File: src/rtl/cpu_pkg.sv
// Shared CPU datapath types for the multiply/divide engine.
// Latency: n/a (types and constants only).
// Backpressure: n/a.
package cpu_pkg;

    typedef enum logic [2:0] {
        IDLE,
        MULT,
        DIV,
        FIX,
        DONE
    } md_state_t;

    localparam int MD_ITERS = 32;
    localparam int MD_CNT_W = 6;

endpackage

File: src/rtl/mult_div_unit.sv
// Sequential signed multiply (radix-2 Booth) / divide (restoring) engine.
// Latency: multiply 33 edges after sampling, divide 34, divide-by-zero 1.
// Backpressure: 4-phase level handshake; done held until the request drops.
module mult_div_unit
    import cpu_pkg::*;
#(
    parameter int WIDTH = 32,
    parameter int ITERS = MD_ITERS
) (
    input  logic             clk,
    input  logic             reset,
    input  logic             mult_ctrl,
    input  logic             div_ctrl,
    input  logic [WIDTH-1:0] a,
    input  logic [WIDTH-1:0] b,
    output logic [WIDTH-1:0] hi,
    output logic [WIDTH-1:0] lo,
    output logic             mult_done,
    output logic             div_done,
    output logic             div_zero,
    output logic             busy
);

    localparam logic [MD_CNT_W-1:0] LAST = MD_CNT_W'(ITERS);

    md_state_t           state_q, state_d;
    logic [WIDTH:0]      acc_q, acc_d;          // extra bit keeps the sign of add/sub results
    logic [WIDTH-1:0]    q_q, q_d;              // multiplier / dividend-quotient shift register
    logic [WIDTH-1:0]    m_q, m_d;              // multiplicand / divisor magnitude
    logic [WIDTH-1:0]    hi_q, hi_d, lo_q, lo_d;
    logic                q1_q, q1_d;            // Booth q-1 bit
    logic                sa_q, sa_d, sb_q, sb_d;
    logic                is_mult_q, is_mult_d;
    logic                mult_done_q, mult_done_d;
    logic                div_done_q, div_done_d;
    logic                div_zero_q, div_zero_d;
    logic [MD_CNT_W-1:0] cnt_q, cnt_d;

    logic [WIDTH:0]      booth_m, booth_sum, div_sh, div_trial;
    logic [WIDTH-1:0]    a_abs, b_abs, quo_fix, rem_fix;

    // Per-step arithmetic shared by the next-state logic
    always_comb begin
        a_abs   = a[WIDTH-1] ? -a : a;
        b_abs   = b[WIDTH-1] ? -b : b;
        booth_m = {m_q[WIDTH-1], m_q};
        case ({q_q[0], q1_q})
            2'b01:   booth_sum = acc_q + booth_m;
            2'b10:   booth_sum = acc_q - booth_m;
            default: booth_sum = acc_q;
        endcase
        div_sh    = {acc_q[WIDTH-1:0], q_q[WIDTH-1]};
        div_trial = div_sh - {1'b0, m_q};
        quo_fix   = (sa_q ^ sb_q) ? -q_q : q_q;
        rem_fix   = sa_q ? -acc_q[WIDTH-1:0] : acc_q[WIDTH-1:0];
    end

    // Next state and datapath next values
    always_comb begin
        state_d     = state_q;
        acc_d       = acc_q;
        q_d         = q_q;
        q1_d        = q1_q;
        m_d         = m_q;
        sa_d        = sa_q;
        sb_d        = sb_q;
        is_mult_d   = is_mult_q;
        cnt_d       = cnt_q;
        hi_d        = hi_q;
        lo_d        = lo_q;
        mult_done_d = mult_done_q;
        div_done_d  = div_done_q;
        div_zero_d  = div_zero_q;
        case (state_q)
            IDLE: begin
                cnt_d = '0;
                acc_d = '0;
                q1_d  = 1'b0;
                if (mult_ctrl) begin
                    state_d   = MULT;
                    q_d       = b;
                    m_d       = a;
                    is_mult_d = 1'b1;
                end else if (div_ctrl) begin
                    state_d   = DIV;
                    q_d       = a_abs;
                    m_d       = b_abs;
                    sa_d      = a[WIDTH-1];
                    sb_d      = b[WIDTH-1];
                    is_mult_d = 1'b0;
                end
            end
            MULT: begin
                if (cnt_q == LAST) begin
                    state_d     = DONE;
                    hi_d        = acc_q[WIDTH-1:0];
                    lo_d        = q_q;
                    mult_done_d = 1'b1;
                end else begin
                    acc_d = {booth_sum[WIDTH], booth_sum[WIDTH:1]};
                    q_d   = {booth_sum[0], q_q[WIDTH-1:1]};
                    q1_d  = q_q[0];
                    cnt_d = cnt_q + MD_CNT_W'(1);
                end
            end
            DIV: begin
                if (m_q == '0) begin
                    // Divisor of zero: report it and leave HI/LO untouched
                    state_d    = DONE;
                    div_done_d = 1'b1;
                    div_zero_d = 1'b1;
                end else if (cnt_q == LAST) begin
                    state_d = FIX;
                    q_d     = quo_fix;
                    acc_d   = {1'b0, rem_fix};
                end else begin
                    if (div_trial[WIDTH]) begin
                        acc_d = div_sh;
                        q_d   = {q_q[WIDTH-2:0], 1'b0};
                    end else begin
                        acc_d = div_trial;
                        q_d   = {q_q[WIDTH-2:0], 1'b1};
                    end
                    cnt_d = cnt_q + MD_CNT_W'(1);
                end
            end
            FIX: begin
                state_d    = DONE;
                hi_d       = acc_q[WIDTH-1:0];
                lo_d       = q_q;
                div_done_d = 1'b1;
            end
            DONE: begin
                if (is_mult_q ? !mult_ctrl : !div_ctrl) begin
                    state_d     = IDLE;
                    mult_done_d = 1'b0;
                    div_done_d  = 1'b0;
                    div_zero_d  = 1'b0;
                end
            end
            default: state_d = IDLE;
        endcase
    end

    // State register
    always_ff @(posedge clk or negedge reset) begin
        if (!reset) state_q <= IDLE;
        else        state_q <= state_d;
    end

    // Datapath and result registers
    always_ff @(posedge clk or negedge reset) begin
        if (!reset) begin
            acc_q       <= '0;
            q_q         <= '0;
            q1_q        <= 1'b0;
            m_q         <= '0;
            sa_q        <= 1'b0;
            sb_q        <= 1'b0;
            is_mult_q   <= 1'b0;
            cnt_q       <= '0;
            hi_q        <= '0;
            lo_q        <= '0;
            mult_done_q <= 1'b0;
            div_done_q  <= 1'b0;
            div_zero_q  <= 1'b0;
        end else begin
            acc_q       <= acc_d;
            q_q         <= q_d;
            q1_q        <= q1_d;
            m_q         <= m_d;
            sa_q        <= sa_d;
            sb_q        <= sb_d;
            is_mult_q   <= is_mult_d;
            cnt_q       <= cnt_d;
            hi_q        <= hi_d;
            lo_q        <= lo_d;
            mult_done_q <= mult_done_d;
            div_done_q  <= div_done_d;
            div_zero_q  <= div_zero_d;
        end
    end

    assign hi        = hi_q;
    assign lo        = lo_q;
    assign mult_done = mult_done_q;
    assign div_done  = div_done_q;
    assign div_zero  = div_zero_q;
    assign busy      = (state_q != IDLE);

endmodule

File: config.mk
export PLATFORM = sky130hd
export DESIGN_NAME = mult_div_unit
export DESIGN_NICKNAME = d
export VERILOG_FILES = /design/src/rtl/cpu_pkg.sv /design/src/rtl/mult_div_unit.sv
export SDC_FILE = /design/constraint.sdc
export NUM_CORES = 1
export LEC_CHECK = 0
export CAP_MARGIN = 25
export CORE_MARGIN = 4
export CORE_UTILIZATION = 65
export DETAILED_ROUTE_END_ITERATION = 7
export GPL_TIMING_DRIVEN = 0
export PLACE_DENSITY = 0.9
export SETUP_SLACK_MARGIN = 0.4
export SYNTH_ARGS = -nofsm -noshare
export SYNTH_HDL_FRONTEND = slang
export SYNTH_SLANG_ARGS = --single-unit
File: constraint.sdc
create_clock -name clk -period 8.2 [get_ports clk]
set_input_delay 1.64 -clock clk [delete_from_list [all_inputs] [get_ports clk]]
set_output_delay 1.64 -clock clk [all_outputs]
set_load 0.1 [all_outputs]
==> results of run 1 <==
==> flip-flops by register name, indices dropped and copies added, names as in the netlist, 3 cells and up <==
name,cells
m_q,32
hi,32
acc_q,33
cnt_q,6
lo,32
q_q,32
state_q,3
==> critical path: stages, from the launching register on <==
cell	delay [ps]
dfrtp_1	540
inv_1	260
ha_1	230
inv_1	60
fa_1	410
a21o_1	200
nand4_1	90
nand2_1	120
a21oi_1	390
o21ai_0	330
a21oi_1	320
a21oi_1	160
a21o_1	230
a21oi_1	150
o21ai_0	110
ha_1	300
clkbuf_1	420
clkbuf_1	740
mux2i_1	260
o21ai_0	100
a222oi_1	410
o21ai_0	170
==> power groups by stage <==
stage               Combinational (uW)  Clock [uW]  Sequential, uW
global route                      6840         918            1720
finish                            6480         903            1690
floorplan                         3610           0            2540
detailed placement                6180           0            1670
global placement                  6030           0            1650
CTS                               6240         889            1660
==> cell families after synthesis <==
| kind of cell | after synthesis | synth area share [%] |
|---|---|---|
| buffers and inverters | 198 | 4.79 |
| xor gates and xnor gates | 158 | 8.89 |
| AOI/OAI and AO/OA | 681 | 27.6 |
| adders and majority gates | 75 | 6.13 |
| and+or+nand+nor | 577 | 17.8 |
| muxes | 89 | 6.30 |
| DFF | 177 | 28.5 |
==> cells in the final DEF, fill, tap and decap left out, types with 72 or more instances in the layout <==
cell type	count
dfrtp_1	177
xor2_1	72
clkdlybuf4s50_1	130
a21oi_1	156
nand2_1	200
clkbuf_1	117
o21ai_0	208
xnor2_1	86
ha_1	73
nor2_1	126
==> per-layer routing <==
metal	vias up	part of all wire, %	track usage (%)
met1	8013	35	55.7
met3	405	14	11.2
met4	0	8.5	30.5
met2	1465	43	68.8
li1	7552	-	-
met5	-	0	0
==> cell type report <==
class | count | area [sq um]
Sequential cell | 177 | 4430
Inverter | 69 | 259
Clock inverter | 14 | 189
Fill cell | 1816 | 5590
Buffer | 129 | 487
Multi-Input combinational cell | 1580 | 10400
Tap cell | 319 | 399
Timing Repair Buffer | 136 | 1370
Clock buffer | 18 | 439
==> stage by stage <==
step,setup slack (ps),power (uW),setup TNS (ps)
after floorplan,3480,6140,0
after global placement,-1920,7670,-336000
after detailed placement,2470,7850,0
after CTS,2310,8790,0
after global routing,1930,9480,0
final,2020,9070,0
==> worst max path at each step <==
stage,end,slack (ps),depth (start not counted)
2_1_floorplan,q_q[29],3480,9
3_3_place_gp,lo[26],-1920,1
3_5_place_dp,acc_q[12],2470,21
4_1_cts,acc_q[12],2310,21
5_1_grt,acc_q[12],1930,21
6_report,acc_q[12],2020,21
==> results.cfg, run 1 <==
[status]
outcome = finished, violations left
failed_checks = design-rule violations

[flow_run]
drv_cap = 0

[pwr]
p_switching_uw = 5280
p_int_uw = 3790
power.density_nw_per_um2 = 505
switching_share_pct = 58.2
combPwrFrac_pct = 71.4
p_seq_share_pct = 18.6
power_leakage_uw = 0.00735
peakVddDrop_uv = 376
clockPowerShare_pct = 10.0

[critical_path]
required_ps = 8490
rr_startpoint = q_q[31]
r2r_end = acc_q[12]
start_kind = register
reg2regPathDepth = 21
reg2reg_slack_ps = 2020
worstSetupPathType = register to register
worstPathArrival_ps = 6480
end_kind = register
cp_max_fo = 10
critPathLaunch = q_q[31]

[sta]
max_freq_ghz = 0.162
layout_min_cycle_time_ps = 6180
grt_setup_unrepaired = false
relSlewSlack_pct = 18.7
hold_viol_final = 0
fin_worst_skew_ps = 17.7
fin_crit_sh_pct = 75.4
final_max_slew_viol_count = 0
tightestPinTransition_ps = 1210
setup_violations = 0
hold_slack_ps = 509

[clock_tree]
cts_resized = 0
cts_root_buf = clkbuf_16
htree_levels = 4
clock_sinks = 177
clkSlewWorstSetupHoldPaths_ps = 80
cts_inserted_buffers = 17
cts_buffer_depth = 2
worstSkewPairLatency_ps = 460
cts_tree = yes
cts_setup_buffers = 0
holdBufCountCts = 0

[layout]
drive_gt1_share_pct = 5.98
utilization_pct = 76.3
syn_to_final_growth_pct = 15.4
fin_area_sq_um = 18000
layout.nets = 2253
stdcell_count = 2442
n_antenna_cell = 0

[synth]
ys_warn_count = 0
netlist.top_cell.by_area = dfrtp_1
yosysMostFrequentCell = o21ai_0
synth_area_leaders = dfrtp_1 (28%), o21ai_0 (6.7%), ha_1 (5.9%), a21oi_1 (5.1%), mux2_2 (4.8%)
synthArstFlopShare_pct = 100
avgSynthCellArea_sq_um = 7.96
ys_seq_elements = 177
synthTopCellsByCount = o21ai_0 (208), nand2_1 (200), dfrtp_1 (177)
netlist.area_leader.share_pct = 28.5
synth_nets = 2098
ys_seq_area_share_pct = 28.5
syn_inst = 1955
synth_edf_count = 0
synthesis.area_sq_um = 15600
synth_ff_type = dfrtp_1
yosysUniqueCellTypes = 73

[floorplanning]
core_sq_um = 23500
start_util_pct = 66.1
io_pins = 136
die_x_um = 163
dieArea_sq_um = 26500
dieHeight_um = 163
core.rowCount = 56

[route]
vias = 17400
drt_pass1_iterations = 8
viasPerCell = 7.14
drtAntennaViolNets = 0
remaining_drc_errors = 2
drtIter0Drc = 2505
routedWlPerCell_um = 24.8
routed_wirelength_um = 60600

[grt]
grt_pass1_wl_um = 93100
grt_pass1_vias = 16800
grt_start_max_net_pins = 100
grtUsageTotal_pct = 44.8
antenna_found_initial = 0
grt-ovfl-total = 0

[placement]
place_congestion = 1.06
hpwl_um = 44600
postPlaceCellArea_sq_um = 17300
port-buffer-count = 131
placed_cells = 2408

[hold_path]
hp-start = hi[13]
hold_class = register to register
min_to = hi[13]
hold_depth = 1
Power figures use the tool's default switching activity.
==> run 2, diff against run 1 <==
--- a/config.mk
+++ b/config.mk
@@ -7,10 +7,10 @@
 export LEC_CHECK = 0
 export CAP_MARGIN = 25
 export CORE_MARGIN = 4
-export CORE_UTILIZATION = 65
+export CORE_UTILIZATION = 60
 export DETAILED_ROUTE_END_ITERATION = 7
 export GPL_TIMING_DRIVEN = 0
-export PLACE_DENSITY = 0.9
+export PLACE_DENSITY = 0.84
 export SETUP_SLACK_MARGIN = 0.4
 export SYNTH_ARGS = -nofsm -noshare
 export SYNTH_HDL_FRONTEND = slang
==> constraint.sdc (replaced) <==
create_clock -name clk -period 6.04 [get_ports clk]
set_input_delay 1.208 -clock clk [delete_from_list [all_inputs] [get_ports clk]]
set_output_delay 1.208 -clock clk [all_outputs]
set_load 0.1 [all_outputs]
==> results.cfg, run 2 (synthesized netlist as in run 1, its figures left out) <==
[sta]
relSlewSlack_pct = 24.8
tightestPinTransition_ps = 1130
fin_crit_sh_pct = 88.5
fin_worst_skew_ps = 17.1
grt_setup_unrepaired = false
layout_min_cycle_time_ps = 5340
setup_violations = 0
hold_viol_final = 0
setup_tns_ps = 0
final_max_slew_viol_count = 0
max_freq_ghz = 0.187
fin_ws_ps = 697

[placement]
placed_cells = 2420
hpwl_um = 44600
port-buffer-count = 131
place_congestion = 1.06
dpl_worst_slack_ps = 374

[grt]
grt_pass1_wl_um = 91400
grtUsageTotal_pct = 40.5
grt_pass1_vias = 16400
grt-ovfl-total = 0
antenna_found_initial = 2
grt_start_max_net_pins = 103

[pwr]
switching_share_pct = 58.0
combPwrFrac_pct = 71.5
power.density_nw_per_um2 = 674
clockPowerShare_pct = 9.8
p_int_uw = 5100
power_leakage_uw = 0.00736
p_switching_uw = 7030
p_seq_share_pct = 18.7
peakVddDrop_uv = 468

[layout]
largest_register = acc_q
n_antenna_cell = 0
drive_gt1_share_pct = 6.26
largest_reg_flops = 33
utilization_pct = 71.0
layout.nets = 2254
syn_to_final_growth_pct = 15.6
stdcell_count = 2454
final_common_cell = o21ai_0
layout_common_cells = o21ai_0 (207), nand2_1 (200), dfrtp_1 (177)

[clock_tree]
htree_levels = 4
cts_setup_buffers = 0
clkSlewWorstSetupHoldPaths_ps = 90
cts_tree = yes
cts_inserted_buffers = 17
cts_buffer_depth = 2
cts_root_buf = clkbuf_16
holdBufCountCts = 0
worstSkewPairLatency_ps = 460
clock_sinks = 177

[floorplanning]
core_sq_um = 25300
dieArea_sq_um = 28600
die_x_um = 169
dieHeight_um = 169
start_util_pct = 61.4
io_pins = 136
core.rowCount = 58

[critical_path]
worstPathArrival_ps = 5640
start_kind = register
critPathLaunch = q_q[31]
end_kind = register
cp_max_fo = 10
rr_startpoint = q_q[31]
reg2reg_slack_ps = 700
required_ps = 6330
worstSetupPathType = register to register

[route]
remaining_drc_errors = 0
drtIter0Drc = 2350
routed_wirelength_um = 58900
drtAntennaViolNets = 0
drt_pass1_iterations = 6
routedWlPerCell_um = 24.0
vias = 16900
viasPerCell = 6.90

[hold_path]
hold_class = register to register
hp-start = q1_q

[flow_run]
drv_cap = 0

[status]
outcome = completed
==> run 2: cell types whose count changed in the layout (fill, tap and decap cells not counted), moves of 2 or more <==
cell | before | now
clkbuf_2 | 0 | 2
inv_6 | 1 | 5
nor2_1 | 126 | 124
clkinvlp_4 | 2 | 0
clkinv_8 | 5 | 7
inv_8 | 4 | 1
nor2_2 | 0 | 2
==> run 2: routing by layer <==
metal	part of all wire (%)	global-route usage, %	vias up
met2	44	63.5	1219
met1	38	52.7	7886
met3	12	8.73	255
li1	-	-	7561
met4	5.8	21.5	2
met5	0.020	0	-
==> run 2: critical path, cell delays in order (launching register included) <==
cell and delay (ps):
dfrtp_1 500, inv_1 280, ha_1 260, inv_1 70
fa_1 410, a21o_1 190, nand4_1 100, nand2_1 110
a21oi_1 380, o21ai_1 250, a21oi_1 290, a21oi_1 150
a21o_1 230, a21oi_1 140, o21ai_0 100, ha_1 320
clkbuf_2 240, buf_2 360, mux2i_1 220, o21ai_0 120
a222oi_1 340, o21ai_0 130
==> run 2: repair_timing <==
item / CTS / global route
endpoints found under the setup margin: 1 / 29
gates resized for setup: 1 / 8
cloned: 0 / 0
==> run 2: cell type report <==
class,count,area (sq um)
Fill cell,2058,7340
Tap cell,330,413
Sequential cell,177,4430
Timing Repair Buffer,137,1390
Multi-Input combinational cell,1580,10400
Inverter,69,259
Clock inverter,14,185
Buffer,129,490
Clock buffer,18,429
==> run 2: worst paths after layout <==
path / end / cells past startpoint
worst min-delay path: q1_q / 2
worst min register to register: q1_q / 2
worst max register to register: acc_q[12] / 21
min in group asynchronous: acc_q[4] / 1
max in group asynchronous: q_q[4] / 2
worst max-delay path: acc_q[12] / 21
==> run 2: through the flow <==
step	hold WS (ps)	total power [uW]	area, sq um
final	507	12100	18000
after global routing	521	12800	18000
after CTS	510	11900	18000
after detailed placement	491	10600	17300
after global placement	485	10400	17300
after floorplan	468	8340	15600
==> run 2: power by group through the flow <==
| stage | Sequential (uW) | Combinational, uW | Clock [uW] |
|---|---|---|---|
| CTS | 2240 | 8430 | 1190 |
| detailed placement | 2260 | 8360 | 0 |
| global placement | 2230 | 8210 | 0 |
| global route | 2340 | 9260 | 1230 |
| finish | 2270 | 8670 | 1190 |
| floorplan | 3440 | 4890 | 0 |
